$ cat src/rtl/icache_burst_reader_if.sv
// Read-only burst bus between the instruction-cache burst reader and memory.
//
// Signals:
//   ar_valid / ar_ready : read-address handshake
//   ar_addr             : aligned burst byte address (BUS_ADDR_W bits)
//   ar_len              : beats minus one
//   r_valid / r_ready   : read-data handshake
//   r_data              : 32-bit read word
//   r_last              : last beat of the burst as signalled by memory
//   r_err               : per-beat error flag
//
// Modports:
//   master : the burst reader (drives address channel and r_ready)
//   slave  : the memory side
interface icache_burst_reader_if #(
    parameter int BUS_ADDR_W = 32
);
    logic                  ar_valid;
    logic                  ar_ready;
    logic [BUS_ADDR_W-1:0] ar_addr;
    logic [7:0]            ar_len;
    logic                  r_valid;
    logic                  r_ready;
    logic [31:0]           r_data;
    logic                  r_last;
    logic                  r_err;

    modport master (
        output ar_valid, ar_addr, ar_len, r_ready,
        input  ar_ready, r_valid, r_data, r_last, r_err
    );

    modport slave (
        input  ar_valid, ar_addr, ar_len, r_ready,
        output ar_ready, r_valid, r_data, r_last, r_err
    );
endinterface

$ cat src/rtl/icache_burst_reader.sv
// Instruction-cache line-fill burst reader.
//
// Accepts one line-fill request at a time, issues one aligned incrementing
// burst on the read bus and streams the returned words to the cache as a
// registered rvalid/rdata train. Exactly rlen+1 words are delivered per
// accepted request: a short burst is padded with PAD_WORD, extra beats of a
// long burst are drained and discarded. Any bus anomaly sets sticky bus_error.
//
// Ports:
//   clk, rst           : clock, asynchronous active-low reset
//   request/addr/rlen  : line-fill request (held until ack), word address,
//                        burst length minus one (rlen+1 a power of two)
//   ack                : single-cycle acceptance, coincides with the
//                        address handshake
//   rvalid/rdata       : fill word stream, never back-pressured
//   bus                : read bus (master modport)
//   bus_error          : sticky error flag
module icache_burst_reader #(
    parameter int          LINE_W     = 8,
    parameter int          BUS_ADDR_W = 32,
    parameter logic [31:0] PAD_WORD   = 32'h0000_0013
) (
    input  logic        clk,
    input  logic        rst,
    input  logic        request,
    input  logic [29:0] addr,
    input  logic [4:0]  rlen,
    output logic        ack,
    output logic        rvalid,
    output logic [31:0] rdata,
    icache_burst_reader_if.master bus,
    output logic        bus_error
);

    // Bursts longer than a cache line are not meaningful; lengths are
    // confined to the line so the beat counter never runs past it.
    localparam logic [4:0] LEN_MASK = 5'(LINE_W - 1);

    typedef enum logic [2:0] {
        S_IDLE,
        S_ADDR,
        S_DATA,
        S_PAD,
        S_DRAIN
    } state_t;

    state_t                state_q,     state_d;
    logic                  ar_valid_q,  ar_valid_d;
    logic [BUS_ADDR_W-1:0] ar_addr_q,   ar_addr_d;
    logic [4:0]            rlen_q,      rlen_d;
    logic [4:0]            cnt_q,       cnt_d;
    logic                  r_ready_q,   r_ready_d;
    logic                  rvalid_q,    rvalid_d;
    logic [31:0]           rdata_q,     rdata_d;
    logic                  bus_error_q, bus_error_d;

    logic                  beat;

    function automatic logic [4:0] clamp_len(input logic [4:0] len);
        return len & LEN_MASK;
    endfunction

    // rlen+1 is a power of two, so rlen itself is the mask of the low
    // word-address bits to clear. Byte address is then resized to the bus
    // width (BUS_ADDR_W up to 64).
    function automatic logic [BUS_ADDR_W-1:0] align_addr(input logic [29:0] wa,
                                                         input logic [4:0]  len);
        logic [29:0] aligned;
        logic [63:0] wide;
        aligned = wa & ~{25'b0, len};
        wide    = {32'b0, aligned, 2'b00};
        return wide[BUS_ADDR_W-1:0];
    endfunction

    assign beat = bus.r_valid & r_ready_q;

    always_comb begin
        state_d     = state_q;
        ar_valid_d  = ar_valid_q;
        ar_addr_d   = ar_addr_q;
        rlen_d      = rlen_q;
        cnt_d       = cnt_q;
        r_ready_d   = r_ready_q;
        rvalid_d    = 1'b0;
        rdata_d     = rdata_q;
        bus_error_d = bus_error_q;

        case (state_q)
            S_IDLE: begin
                if (request) begin
                    rlen_d     = clamp_len(rlen);
                    ar_addr_d  = align_addr(addr, clamp_len(rlen));
                    ar_valid_d = 1'b1;
                    cnt_d      = 5'd0;
                    state_d    = S_ADDR;
                end
            end

            S_ADDR: begin
                if (bus.ar_ready) begin
                    ar_valid_d = 1'b0;
                    r_ready_d  = 1'b1;
                    state_d    = S_DATA;
                end
            end

            S_DATA: begin
                if (beat) begin
                    rvalid_d = 1'b1;
                    rdata_d  = bus.r_data;
                    if (bus.r_err) begin
                        bus_error_d = 1'b1;
                    end
                    if (cnt_q == rlen_q) begin
                        if (bus.r_last) begin
                            r_ready_d = 1'b0;
                            state_d   = S_IDLE;
                        end else begin
                            // Memory overran the burst: keep accepting and
                            // discarding until it finally signals r_last.
                            bus_error_d = 1'b1;
                            state_d     = S_DRAIN;
                        end
                    end else begin
                        cnt_d = cnt_q + 5'd1;
                        if (bus.r_last) begin
                            bus_error_d = 1'b1;
                            r_ready_d   = 1'b0;
                            state_d     = S_PAD;
                        end
                    end
                end
            end

            // cnt_q is the index of the word being padded this cycle.
            S_PAD: begin
                rvalid_d = 1'b1;
                rdata_d  = PAD_WORD;
                if (cnt_q == rlen_q) begin
                    state_d = S_IDLE;
                end else begin
                    cnt_d = cnt_q + 5'd1;
                end
            end

            S_DRAIN: begin
                if (beat) begin
                    if (bus.r_err) begin
                        bus_error_d = 1'b1;
                    end
                    if (bus.r_last) begin
                        r_ready_d = 1'b0;
                        state_d   = S_IDLE;
                    end
                end
            end

            default: begin
                state_d = S_IDLE;
            end
        endcase
    end

    always_ff @(posedge clk or negedge rst) begin
        if (!rst) begin
            state_q     <= S_IDLE;
            ar_valid_q  <= 1'b0;
            ar_addr_q   <= '0;
            rlen_q      <= 5'd0;
            cnt_q       <= 5'd0;
            r_ready_q   <= 1'b0;
            rvalid_q    <= 1'b0;
            rdata_q     <= 32'd0;
            bus_error_q <= 1'b0;
        end else begin
            state_q     <= state_d;
            ar_valid_q  <= ar_valid_d;
            ar_addr_q   <= ar_addr_d;
            rlen_q      <= rlen_d;
            cnt_q       <= cnt_d;
            r_ready_q   <= r_ready_d;
            rvalid_q    <= rvalid_d;
            rdata_q     <= rdata_d;
            bus_error_q <= bus_error_d;
        end
    end

    // ack is the address handshake itself, so it can only occur in ADDR.
    assign ack          = (state_q == S_ADDR) & ar_valid_q & bus.ar_ready;
    assign rvalid       = rvalid_q;
    assign rdata        = rdata_q;
    assign bus_error    = bus_error_q;
    assign bus.ar_valid = ar_valid_q;
    assign bus.ar_addr  = ar_addr_q;
    assign bus.ar_len   = {3'b000, rlen_q};
    assign bus.r_ready  = r_ready_q;

endmodule

$ cat src/flat_wrapper.sv
// flat-port wrapper written by rule: the top's interface ports become plain ports
module icache_burst_reader_flat 
#(
    parameter int          LINE_W     = 8,
    parameter int          BUS_ADDR_W = 32,
    parameter logic [31:0] PAD_WORD   = 32'h0000_0013
)
  (clk, rst, request, addr, rlen, ack, rvalid, rdata, bus_error, bus_ar_valid, bus_ar_addr, bus_ar_len, bus_r_ready, bus_ar_ready, bus_r_valid, bus_r_data, bus_r_last, bus_r_err);
  icache_burst_reader_if #(.BUS_ADDR_W(BUS_ADDR_W)) bus_i ();
  input  logic clk;
  input  logic rst;
  input  logic request;
  input  logic [29:0] addr;
  input  logic [4:0] rlen;
  output logic ack;
  output logic rvalid;
  output logic [31:0] rdata;
  output logic bus_error;
  output wire logic [$bits(bus_i.ar_valid)-1:0] bus_ar_valid;
  output wire logic [$bits(bus_i.ar_addr)-1:0] bus_ar_addr;
  output wire logic [$bits(bus_i.ar_len)-1:0] bus_ar_len;
  output wire logic [$bits(bus_i.r_ready)-1:0] bus_r_ready;
  input wire logic [$bits(bus_i.ar_ready)-1:0] bus_ar_ready;
  input wire logic [$bits(bus_i.r_valid)-1:0] bus_r_valid;
  input wire logic [$bits(bus_i.r_data)-1:0] bus_r_data;
  input wire logic [$bits(bus_i.r_last)-1:0] bus_r_last;
  input wire logic [$bits(bus_i.r_err)-1:0] bus_r_err;
  assign bus_ar_valid = bus_i.ar_valid;
  assign bus_ar_addr = bus_i.ar_addr;
  assign bus_ar_len = bus_i.ar_len;
  assign bus_r_ready = bus_i.r_ready;
  assign bus_i.ar_ready = bus_ar_ready;
  assign bus_i.r_valid = bus_r_valid;
  assign bus_i.r_data = bus_r_data;
  assign bus_i.r_last = bus_r_last;
  assign bus_i.r_err = bus_r_err;
  icache_burst_reader #(.LINE_W(LINE_W), .BUS_ADDR_W(BUS_ADDR_W), .PAD_WORD(PAD_WORD)) u_core (.clk(clk), .rst(rst), .request(request), .addr(addr), .rlen(rlen), .ack(ack), .rvalid(rvalid), .rdata(rdata), .bus(bus_i), .bus_error(bus_error));
endmodule
$ cat config.mk
export PLATFORM = sky130hd
export DESIGN_NAME = icache_burst_reader_flat
export DESIGN_NICKNAME = d
export VERILOG_FILES = /design/src/rtl/icache_burst_reader_if.sv /design/src/rtl/icache_burst_reader.sv /design/src/flat_wrapper.sv
export SDC_FILE = /design/constraint.sdc
export NUM_CORES = 1
export LEC_CHECK = 0
export ABC_AREA = 1
export BUFFER_PORTS_ARGS = -buffer_cell sky130_fd_sc_hd__clkbuf_2
export CAP_MARGIN = 20
export CORE_UTILIZATION = 30
export DETAILED_ROUTE_END_ITERATION = 16
export PLACE_DENSITY = 0.54
export SETUP_SLACK_MARGIN = 0.02
export SYNTH_ARGS = -nofsm -noshare
export SYNTH_HDL_FRONTEND = slang
export SYNTH_SLANG_ARGS = --single-unit
export TNS_END_PERCENT = 10
$ cat constraint.sdc
create_clock -name clk -period 1.4 [get_ports clk]
set_input_delay 0.21 -clock clk [delete_from_list [all_inputs] [get_ports clk]]
set_output_delay 0.21 -clock clk [all_outputs]
set_load 0.02 [all_outputs]
==> impl_metrics.env <==
export IMPL_flip_flop_and_latch_area_um2=1930
export IMPL_die_area_um2=11200
export IMPL_synth_top_cells_by_area="dfrtp_1, nand2_1, a22o_1"
export IMPL_initial_utilization_pct=31.2
export IMPL_synth_cell_types=28
export IMPL_layout_worst_path_cycle_share_pct=110
export IMPL_ys_async_sr_fraction_pct=100
export IMPL_hold_depth=3
export IMPL_critical_path_slowest_cell="dfrtp_1"
export IMPL_hold_violations=0
export IMPL_width_of_the_die_um=106
export IMPL_tritoncts_num_buffers=9
export IMPL_worst_skew_late_latency_ns=0.34
export IMPL_maximum_ir_drop_on_the_vdd_rail_mv=0.882
export IMPL_power_leakage_nw=2.55
export IMPL_grt_use_total_pct=14.4
export IMPL_worst_endpoint_arrival_ns=1.33
export IMPL_fin_area_um2=4630
export IMPL_grt_start_max_net_pins=78
export IMPL_cts_tree="done"
export IMPL_postSynthAreaPerCell_um2=9.88
export IMPL_grt_antenna_before_repair=0
export IMPL_layout_filler_cells=1038
export IMPL_grt_pass1_vias=2720
export IMPL_final_net_count=571
export IMPL_drc=0
export IMPL_slew_viol_final=0
export IMPL_vias=2793
export IMPL_internal_power_of_the_cells_mw=6.18
export IMPL_cp_data_required_time_ns=1.19
export IMPL_synth_sequential_area_ratio_pct=59.6
export IMPL_wire_per_inst_um=12.4
export IMPL_die_h_um=106
export IMPL_multiInputGateArea_um2=1170
export IMPL_post_synth_top_count_cell="nand2_1"
export IMPL_timing_critical_path_max_delay_family="flip-flops"
export IMPL_worst_path_largest_cell_delay_ns=0.37
export IMPL_share_seq_of_total_power_pct=34.4
export IMPL_globalRoute_totalOverflow=0
export IMPL_synth_largest_area_cell="dfrtp_1"
export IMPL_clockPowerShare_pct=16.1
export IMPL_switching_power_mw=4.45
export IMPL_setup_tns_final_ns=-1.10
export IMPL_postLayoutSetupSlackWorst_ns=-0.143
export IMPL_met1Wirelength_um=3500
export IMPL_commonest_cells_in_the_synthesized_netlist="nand2_1, dfrtp_1, a22o_1"
export IMPL_most_instantiated_flip_flop_cell_in_the_synthesis_netlist="dfrtp_1"
export IMPL_route_met3_wl_um=417
export IMPL_num_io_pins=151
export IMPL_critPathKind="reg2out"
export IMPL_top_cell_type_s_share_of_synthesized_area_pct=59.6
export IMPL_max_clock_path_buffers=2
export IMPL_highest_layer="met4"
export IMPL_synthCells=327
export IMPL_num_antenna_cells=0
export IMPL_max_cap_violations=0
export IMPL_status="complete, but fails checks"
export IMPL_worstPathBufferInverterCount=3
export IMPL_power_density_nw_per_um2=2300
export IMPL_post_route_cells_drive_above_1_share_pct=43.2
export IMPL_post_place_cells=611
export IMPL_synth_yosys_warnings=0
export IMPL_rsz_0062_raised_after_global_routing="true"
export IMPL_hold_path_class="in2reg"
export IMPL_global_route_wire_length_before_repair_um=12700
export IMPL_synthToLayoutAreaGrowth_pct=43.4
export IMPL_end_kind="primary output"
export IMPL_r2r_worst_path_cells=8
export IMPL_p_comb_share_pct=49.5
export IMPL_layout_cells_non_filler=636
export IMPL_crit_fanout=3
export IMPL_clkSinkCount=77
export IMPL_timing_fmax_ghz=0.648
export IMPL_place_detailed_hpwl_um=5460
export IMPL_clk_transition_reported_paths_ns=0.08
export IMPL_sw_share_pct=41.9
export IMPL_period_needed_ns=1.54
export IMPL_finalSetupViolCount=32
export IMPL_detail_route_first_pass_iterations=4
export IMPL_yosys_register_bits=77
export IMPL_globalplace_congestion=0.808
export IMPL_core_rowCount=37
export IMPL_post_route_skew_ns=0.00562
export IMPL_violations="setup timing"
export IMPL_placement_io_buffers=141
export IMPL_htree_levels=3
export IMPL_worstSetupStartpointType="flip-flop"
export IMPL_synth_edf_count=0
export IMPL_route_antenna_remaining_nets=0
export IMPL_worstPathCellList="buf_6 -> inv_2 -> nor3_4 -> nand2_1 -> nor2_1 -> buf_4"
export IMPL_avgViaCountPerCell=4.39
export IMPL_drt_wl_total_um=7910
export IMPL_dpl_cell_area_um2=4190
export IMPL_synth_area_um2=3230
export IMPL_length_of_routed_met2_wiring_um=3820
export IMPL_clock_root_buffer="clkbuf_8"
export IMPL_detailedRoute_firstIterationViolations=170
export IMPL_core_area_um2=10400
export IMPL_critical_path_cell_count=6
-- through the flow --
stage	hold WS, ns	util [%]	power [mW]	setup slack (ns)
after floorplan	-0.0856	-	6.76	0.0658
after global placement	0.271	40.4	8.44	0.0477
after global routing	0.0413	44.7	11.4	-0.241
final	0.0555	44.7	10.6	-0.143
after detailed placement	0.275	40.4	8.50	0.0378
after CTS	0.0337	43.0	10.4	-0.193
-- sequential cells by signal, indices dropped and copies added (netlist names) --
signal and flops:
u_core.bus.ar_addr 30, u_core.bus.ar_valid 1, u_core.bus.r_ready 1, u_core.bus_error 1
u_core.cnt_q 5, u_core.rdata 32, u_core.rlen_q 3, u_core.rvalid 1
u_core.state_q 3
-- tightest hold or removal path, delay by kind of cell --
kind                   cells  cell delay (ns)
buffers and inverters      1             0.07
AND/OR/NAND/NOR            2             0.08
-- per-layer routing --
layer  up-vias  global-route usage [%]
met3        15                    3.71
met4         0                    6.85
met5         -                       0
met1      1312                    18.1
met2        77                    23.0
li1       1389                       -
-- layout make-up --
type / count / share of cell area (%)
repair buffers: 171 / 23.0
well taps: 136 / 3.67
multi-input cells: 215 / 25.4
clock inverters: 3 / 0.945
flip-flops and latches: 77 / 41.6
inverters: 22 / 2.00
clock buffers: 12 / 3.35
-- power by group through the flow --
stage                     Sequential [mW]  Clock [mW]  Combinational [mW]
final                                3.66        1.71                5.26
after global routing                 3.79        1.90                5.74
after CTS                            3.66        1.79                4.97
after detailed placement             3.68           0                4.82
after global placement               3.68           0                4.76
after floorplan                      4.75           0                2.01
-- cell families (layout without fill, tap and decap cells) --
kind of cell    Yosys count  count (layout)  synth area share, %
compound gates           51              51                 12.4
xor+xnor                  1               1                0.271
fa+ha+maj                 1               1                0.387
buf+inv                  41             208                 6.89
flops                    77              77                 59.6
other cells               1               7                0.116
simple gates            155             155                 20.3
-- worst paths after layout --
path / start / to / slack, ns
max in group asynchronous: rst / u_core.state_q[2] / 0.61
min: addr[27] / u_core.bus.ar_addr[29] / 0.06
max reg2reg: u_core.state_q[0] / u_core.rdata[17] / -0.06
min reg2reg: u_core.bus_error / u_core.bus_error / 0.47
min in group asynchronous: rst / u_core.bus.ar_valid / 0.40
max: u_core.state_q[0] / ack / -0.14
-- layout by cell type (no fill, tap or decap), types with 5 or more instances in the layout --
master and instances:
a22o_1 32, conb_1 7, clkbuf_8 11, buf_12 6
nand2_2 7, nand3_1 6, a21oi_1 5, inv_1 14
nor2_1 10, clkbuf_2 139, buf_4 19, nand2_1 117
inv_2 6, dfrtp_1 76
-- what timing repair did --
item,in CTS,in global routing
pin swaps,8,11
setup buffers,3,5
hold buffers,1,0
resized for setup,9,21
cloned,0,2
setup endpoints to repair,4,69
endpoints found under the hold margin,77,0
Note: power is estimated with default switching activity, not from simulation.
